[src/rtl/imm_enc.sv]
// imm_enc: finds a 16-bit imm + EOp reproducing a 32-bit constant, else a lui/ori split.
// Define IMM_ENC_VERIFY_EN to add a VERIFY state that re-expands the result and sets err.
module imm_enc (
  input  logic        clk,
  input  logic        reset,
  input  logic        start,
  input  logic [31:0] value,
  output logic        ready,
  output logic        done,
  output logic        fit,
  output logic [1:0]  eop,
  output logic [15:0] imm,
  output logic [15:0] hi,
  output logic [15:0] lo,
  output logic        err
);

  typedef enum logic [2:0] {
    IDLE, CHK0, CHK1, CHK2, CHK3, VERIFY, DONE
  } state_t;

`ifdef IMM_ENC_VERIFY_EN
  localparam state_t FIN = VERIFY;
`else
  localparam state_t FIN = DONE;
`endif

  state_t      state, nstate;
  logic [31:0] v;
  logic        ld;
  logic        n_fit;
  logic [1:0]  n_eop;
  logic [15:0] n_imm, n_hi, n_lo;

  logic z0, s1, l2, s3;
  assign z0 = (v[31:16] == '0);
  assign s1 = (v[31:15] == '0) || (v[31:15] == '1);
  assign l2 = (v[15:0] == '0);
  assign s3 = (v[1:0] == '0) &&
              ((v[31:17] == '0) || (v[31:17] == '1));

  assign ready = (state == IDLE);
  assign done  = (state == DONE);

  always_comb begin
    nstate = state;
    ld     = 1'b0;
    n_fit  = 1'b1;
    n_eop  = 2'b00;
    n_imm  = v[15:0];
    n_hi   = '0;
    n_lo   = '0;
    unique case (state)
      IDLE: if (start) nstate = CHK0;
      CHK0: begin
        nstate = CHK1;
        if (z0) begin
          ld     = 1'b1;
          nstate = FIN;
        end
      end
      CHK1: begin
        nstate = CHK2;
        n_eop  = 2'b01;
        if (s1) begin
          ld     = 1'b1;
          nstate = FIN;
        end
      end
      CHK2: begin
        nstate = CHK3;
        n_eop  = 2'b10;
        n_imm  = v[31:16];
        if (l2) begin
          ld     = 1'b1;
          nstate = FIN;
        end
      end
      CHK3: begin
        ld     = 1'b1;
        nstate = FIN;
        if (s3) begin
          n_eop = 2'b11;
          n_imm = v[17:2];
        end else begin
          // no single mode fits: lui hi / ori lo
          n_fit = 1'b0;
          n_eop = 2'b10;
          n_imm = v[31:16];
          n_hi  = v[31:16];
          n_lo  = v[15:0];
        end
      end
      VERIFY:  nstate = DONE;
      DONE:    nstate = IDLE;
      default: nstate = IDLE;
    endcase
  end

  always_ff @(posedge clk) begin
    if (reset) begin
      state <= IDLE;
      v     <= '0;
      fit   <= 1'b0;
      eop   <= 2'b00;
      imm   <= '0;
      hi    <= '0;
      lo    <= '0;
    end else begin
      state <= nstate;
      if (state == IDLE && start) v <= value;
      if (ld) begin
        fit <= n_fit;
        eop <= n_eop;
        imm <= n_imm;
        hi  <= n_hi;
        lo  <= n_lo;
      end
    end
  end

`ifdef IMM_ENC_VERIFY_EN
  function automatic logic [31:0] ext(
    input logic [15:0] i,
    input logic [1:0]  op
  );
    logic [31:0] r;
    unique case (op)
      2'b00:   r = {16'h0, i};
      2'b01:   r = {{16{i[15]}}, i};
      2'b10:   r = {i, 16'h0};
      default: r = {{14{i[15]}}, i, 2'b00};
    endcase
    return r;
  endfunction

  logic [31:0] rebuilt;
  logic        err_q;
  assign rebuilt = fit ? ext(imm, eop) : {hi, lo};
  assign err     = err_q;

  always_ff @(posedge clk) begin
    if (reset) err_q <= 1'b0;
    else if (state == VERIFY) err_q <= (rebuilt != v);
  end
`else
  assign err = 1'b0;
`endif

endmodule

[config.mk]
export PLATFORM = sky130hd
export DESIGN_NAME = imm_enc
export DESIGN_NICKNAME = d
export VERILOG_FILES = /design/src/rtl/imm_enc.sv
export SDC_FILE = /design/constraint.sdc
export NUM_CORES = 1
export LEC_CHECK = 0
export ABC_AREA = 1
export CORE_ASPECT_RATIO = 0.7
export CORE_UTILIZATION = 38
export DETAILED_ROUTE_END_ITERATION = 10
export GPL_TIMING_DRIVEN = 0
export PLACE_DENSITY = 0.71
export SLEW_MARGIN = 20
export SYNTH_ARGS = -nofsm -noshare
export SYNTH_HDL_FRONTEND = slang
export SYNTH_SLANG_ARGS = --single-unit
[constraint.sdc]
create_clock -name clk -period 4 [get_ports clk]
set_input_delay 0.8 -clock clk [delete_from_list [all_inputs] [get_ports clk]]
set_output_delay 0.8 -clock clk [all_outputs]
set_load 0.02 [all_outputs]
==> results of run 1 <==
## how the worst max path moves through the flow
stage / to / slack, ps / cells past startpoint
final: ready / 1470 / 4
after floorplan: done / 2250 / 2
after CTS: ready / 1460 / 4
after global placement: v[17] / 1760 / 5
after global routing: ready / 1400 / 4
after detailed placement: v[22] / 1710 / 5
## stage by stage
stage	utilization	hold WS, ps	power, mW
after floorplan	-	453.8	1.932
after global placement	0.4973	450.6	2.364
after detailed placement	0.4973	454.4	2.382
after CTS	0.5263	464.1	3.176
after global routing	0.5263	475.0	3.367
final	0.5263	460.7	3.195
## flip-flops by register name (all words and copies together) (netlist names)
| signal | count |
|---|---|
| fit | 1 |
| v | 32 |
| state | 3 |
| hi | 16 |
| imm | 16 |
| lo | 16 |
| eop | 2 |
## critical path, cell delays in order (launching register included)
cell	delay, ps
dfxtp_1	350
nor2_1	150
inv_2	70
nor2_2	170
clkdlybuf4s50_1	640
## cell families (layout without fill, tap and decap cells)
| logic type | count (synthesis) | count (layout) | synth area share |
|---|---|---|---|
| AO/OA/AOI/OAI | 143 | 143 | 0.1881 |
| buffers and inverters | 83 | 185 | 0.1025 |
| flip-flops | 86 | 86 | 0.4492 |
| other | 1 | 1 | 0.0009785 |
| AND/OR/NAND/NOR | 218 | 218 | 0.2592 |
## cell usage in the layout, fill, tap and decap left out
cell type	netlist	layout
nand2_1	101	101
o31ai_1	1	1
clkinv_4	0	1
inv_1	44	44
inv_2	6	6
nand3_2	2	2
nand2_4	1	1
dfxtp_1	86	86
buf_4	4	4
o21ai_0	44	44
buf_6	8	8
clkinv_2	0	1
buf_2	3	3
nor2_4	2	2
o21ai_1	5	5
nand3b_1	1	1
clkinvlp_4	0	2
nor2_2	1	1
inv_6	0	2
nand3_4	1	1
nand2_2	2	2
conb_1	1	1
nand4_1	18	18
clkdlybuf4s50_1	0	86
a21oi_1	92	92
nor2_1	33	33
a211oi_1	1	1
buf_1	1	1
inv_8	0	1
inv_4	1	1
clkbuf_16	0	9
nand3_1	52	52
clkbuf_1	16	16
nor3_1	4	4
## power by group through the flow
stage          logic, mW  clock network (mW)  registers (mW)
5_1_grt             1.25               0.845            1.28
3_5_place_dp        1.12                   0            1.27
3_3_place_gp        1.10                   0            1.27
2_1_floorplan      0.683                   0            1.25
6_report            1.13               0.804            1.26
4_1_cts             1.12               0.807            1.25
## routing by layer
metal / part of all wire / up-vias / track usage
met5: 0 / - / 0
met4: 0.010 / 0 / 0.06285
met3: 0.080 / 16 / 0.05253
met2: 0.42 / 173 / 0.3785
met1: 0.49 / 1864 / 0.3736
li1: - / 1981 / -
## cell type report
cell class | count | area (µm²)
Buffer | 32 | 198.9
Clock buffer | 9 | 225.2
Clock inverter | 7 | 57.56
Fill cell | 974 | 4623
Inverter | 51 | 193.9
Multi-Input combinational cell | 362 | 1718
Sequential cell | 86 | 1722
Tap cell | 128 | 160.2
Timing Repair Buffer | 86 | 860.8
==> results.toml, run 1 <==
[synthesis]
synth_edf_count = 0
yosysWarnings = 0
yosysMostFrequentCell = "nand2_1"
post-synth-top-area-fraction = 0.4492
ys.flop_type = "dfxtp_1"
syn_nets = 566
postSynthCellCount = 531
synth_area_um2 = 3832
syn_avg_cell_area_um2 = 7.217
postSynth.asyncResetShare = 0
synth_top_cell_by_area = "dfxtp_1"
synth-seq-cells = 86
ys_seq_area_frac = 0.4492
synth_area_leaders = "dfxtp_1, a21oi_1, nand2_1"
ys_types = 27
synthTopCellsByCount = "nand2_1, a21oi_1, dfxtp_1"

[drt]
vias_per_cell = 5.301
drc = 0
detail_route.wl_per_cell_um = 16.83
detailedRoute.firstPassIterationCount = 6
antenna_left = 0
routed_wl_mm = 12.81
via_count = 4034
initialDrtViolationCount = 389

[global_routing]
grt_usage = 0.2554
antenna_found_initial = 0
grt_max_degree = 17
grt-ovfl-total = 0
grt_pass1_vias = 3700
grt_pass1_wl_mm = 19.86

[power_and_ir_drop]
swShare = 0.4124
cellPowerDensity_nw_per_um2 = 622.1
p_comb_frac = 0.354
ir_worst_vdd_mv = 0.3135
leakage_nw = 1.945
intPower_mw = 1.878
switchingPower_mw = 1.318
clkPwrFrac = 0.252
p_seq_frac = 0.395

[timing]
setup_violations = 0
fmax_mhz = 395.3
fin_setup_tns_ps = 0
setup_slack_ps = 1470
hold_violations = 0
rsz0062_at_grt = "false"
slew_headroom = 0.5848
report.final.slew_viol_count = 0
worst_pin_slew_ps = 622.8
period_minus_slack_ps = 2530
period_share = 0.6325
skew_ps = 7.526

[cts]
holdBufCountCts = 0
clockBufferDepth = 2
cts_sinks = 86
cts_root_buffer = "clkbuf_16"
cts.clk_slew.worst_paths_ps = 60
cts_resized = 0
worstSkewPairLatency_ps = 350
cts_inserted_buffers = 9
htree_levels = 3
cts_tree = "yes"
post-cts-setup-buffers = 0

[cells_and_area]
layout-drive-gt1-share = 0.07425
diodes = 0
fin_nets = 663
final_cells = 761
area_growth_pct = 34.02
final_area_um2 = 5136

[setup_path]
startpoint = "state[0]"
endpoint_kind = "output pin"
r2r_setup_slack_ps = 2050
r2r_end = "imm[1]"
critPathKind = "flip-flop to output pin"
worstPathRequired_ps = 3200
worstPathArrival_ps = 1730
timing.rr.start = "v[31]"
crit_fanout = 5
worst_setup_path_start_kind = "flip-flop"
reg2reg_depth = 11

[placement]
place_hpwl_mm = 10.11
dp_cells = 745
io_buffers = 86
gp_congestion = 0.8943
placed_area_um2 = 4853
dp_slack_ps = 1708

[worst_hold_path]
hp-start = "hi[15]"
holdPathStages = 2
hp-class = "flip-flop to flip-flop"
min_delay_worst_endpoint = "hi[15]"

[floorplan]
coreArea_um2 = 9759
start_util = 0.3927
ios = 89
dieArea_um2 = 10500
chipWidth_um = 122.0
dieHeight_um = 86.02
rows = 30

[flow_run]
cap_violations = 0

[status]
run_status = "finished, final reports clean"
(Power assumes the default switching activity.)
==> inputs of run 2 (changes only) <==
--- a/config.mk
+++ b/config.mk
@@ -10,7 +10,7 @@
 export CORE_UTILIZATION = 38
 export DETAILED_ROUTE_END_ITERATION = 10
 export GPL_TIMING_DRIVEN = 0
-export PLACE_DENSITY = 0.71
+export PLACE_DENSITY = 0.74
 export SLEW_MARGIN = 20
 export SYNTH_ARGS = -nofsm -noshare
 export SYNTH_HDL_FRONTEND = slang
==> constraint.sdc (replaced) <==
create_clock -name clk -period 2.3 [get_ports clk]
set_input_delay 0.46 -clock clk [delete_from_list [all_inputs] [get_ports clk]]
set_output_delay 0.46 -clock clk [all_outputs]
set_load 0.02 [all_outputs]
==> run 2 against run 1 <==
  * Cell area increased by 0.49%
  * Sequential share of layout area decreased by 0.16 points
  * Worst setup slack got worse by 1400 ps
  * Register-to-register slack got worse by 1800 ps
  * Wire length increased by 0.45%
  * Global-route usage increased by 0.14 points
  * Non-clock buffer count unchanged
  * Critical endpoint unchanged
  * Sequential power increased by 74%
  * Critical path depth unchanged
  * Via count increased by 0.50%
  * Count of clock-buffer cells in the layout increased by 1
==> results.toml, run 2 (synthesized netlist as in run 1, its figures left out) <==
[drt]
detailedRoute.firstPassIterationCount = 5
via_count = 4054
routed_wl_mm = 12.87
drc = 0
antenna_left = 0
vias_per_cell = 5.327
initialDrtViolationCount = 386
detail_route.wl_per_cell_um = 16.91

[floorplan]
start_util = 0.3927
rows = 30
ios = 89
chipWidth_um = 122.0
coreArea_um2 = 9759
dieHeight_um = 86.02
dieArea_um2 = 10500

[worst_hold_path]
hp-start = "hi[12]"
hp-class = "flip-flop to flip-flop"
min_delay_worst_endpoint = "hi[12]"
holdPathStages = 2

[timing]
setup_slack_ps = 85.99
setup_violations = 0
period_share = 0.9626
report.final.slew_viol_count = 0
fmax_mhz = 451.7
slew_headroom = 0.6193
rsz0062_at_grt = "false"
period_minus_slack_ps = 2214
fin_setup_tns_ps = 0
worst_pin_slew_ps = 571.0
hold_violations = 0
skew_ps = 6.546

[setup_path]
critPathTopFamily = "buffers and inverters"
cp.buffers_inverters = 2
r2r_end = "imm[1]"
endpoint_kind = "output pin"
worst_setup_path_start_kind = "flip-flop"
worstPathRequired_ps = 1840
cpMaxStageDelayCell = "clkdlybuf4s50_1"
crit_fanout = 5
max_stage_delay_ps = 650
path_cells = "nor2_1 > inv_2 > nor2_2 > clkdlybuf4s50_1"
timing.rr.start = "v[31]"
reg2reg_depth = 11
worstPathArrival_ps = 1750
critPathKind = "flip-flop to output pin"
r2r_setup_slack_ps = 290

[cells_and_area]
largest_reg_flops = 32
diodes = 0
final_util = 0.5288
largest-register = "v"
layout-drive-gt1-share = 0.07425
area_growth_pct = 34.67
final_common_cell = "nand2_1"
fin_nets = 663
n_fill_cell = 984
layout_common_cells = "nand2_1, a21oi_1, dfxtp_1, clkdlybuf4s50_1, nand3_1"

[cts]
post-cts-setup-buffers = 0
cts.clk_slew.worst_paths_ps = 60
holdBufCountCts = 0
htree_levels = 3
cts_inserted_buffers = 9
cts_resized = 0
clockBufferDepth = 2
cts_tree = "yes"
cts_root_buffer = "clkbuf_16"
cts_sinks = 86
worstSkewPairLatency_ps = 340

[global_routing]
grt_pass1_wl_mm = 20.07
grt-ovfl-total = 0
antenna_found_initial = 0
grt_usage = 0.2568
grt_max_degree = 16
grt_pass1_vias = 3736

[placement]
place_hpwl_mm = 10.07
dp_slack_ps = 351.1
io_buffers = 86
gp_congestion = 0.9549

[flow_run]
cap_violations = 0

[power_and_ir_drop]
cellPowerDensity_nw_per_um2 = 1097
ir_worst_vdd_mv = 0.6972
leakage_nw = 1.960

[status]
run_status = "finished, final reports clean"
==> run 2: worst max-delay path by stage <==
stage | slack, ps | cells after the start | end | startpoint
detailed placement | 350 | 11 | imm[5] | v[31]
CTS | 90 | 4 | ready | state[1]
floorplan | 800 | 7 | v[23] | state[0]
global placement | 370 | 11 | imm[5] | v[31]
finish | 90 | 4 | ready | state[1]
global route | 10 | 3 | done | state[1]
==> run 2: per-layer routing <==
| metal | share of wire | global-route usage |
|---|---|---|
| met1 | 0.49 | 0.3721 |
| met2 | 0.41 | 0.3677 |
| met3 | 0.085 | 0.06782 |
| met4 | 0.014 | 0.07632 |
| met5 | 0 | 0 |
==> run 2: where the power goes <==
group	internal (mW)	leakage [nW]	switching, mW
Sequential	1.79	0.701	0.402
Clock	0.876	0.149	0.608
Combinational	0.727	1.11	1.26
Total	3.40	1.96	2.26
==> run 2: worst reg2reg max path, cell delays in order (launching register included) <==
cell and delay (ps):
dfxtp_1 360, inv_1 190, nand3_1 110, nor2_1 140
nand2_1 80, nand2_2 190, nand2_4 120, buf_6 170
nand3_1 170, nand3_1 120, nand3_1 160, a21oi_1 80
==> run 2: layout make-up <==
type / count / area (µm²) / share of cell area
sequential: 86 / 1722 / 0.3336
multi-input combinational: 362 / 1718 / 0.3328
timing repair buffer: 86 / 860.8 / 0.1668
clock buffer: 10 / 239.0 / 0.04630
buffer: 32 / 198.9 / 0.03855
inverter: 51 / 193.9 / 0.03758
tap: 128 / 160.2 / 0.03103
clock inverter: 6 / 68.82 / 0.01333
==> run 2: through the flow <==
stage / cell area (µm²) / hold WS (ps) / instances / power, mW
finish: 5161 / 458.5 / 761 / 5.660
global route: 5161 / 474.7 / 761 / 5.970
CTS: 5161 / 460.7 / 761 / 5.638
detailed placement: 4853 / 450.8 / 745 / 4.151
global placement: 4853 / 448.1 / 745 / 4.121
floorplan: 3832 / 453.8 / 531 / 3.360
==> inputs of run 3 (changes only) <==
--- a/config.mk
+++ b/config.mk
@@ -6,6 +6,7 @@
 export NUM_CORES = 1
 export LEC_CHECK = 0
 export ABC_AREA = 1
+export ABC_CLOCK_PERIOD_IN_PS = 2300
 export CORE_ASPECT_RATIO = 0.7
 export CORE_UTILIZATION = 38
 export DETAILED_ROUTE_END_ITERATION = 10
==> results of run 3 <==
Final layout, timing and power as in run 2 (identical DEF).
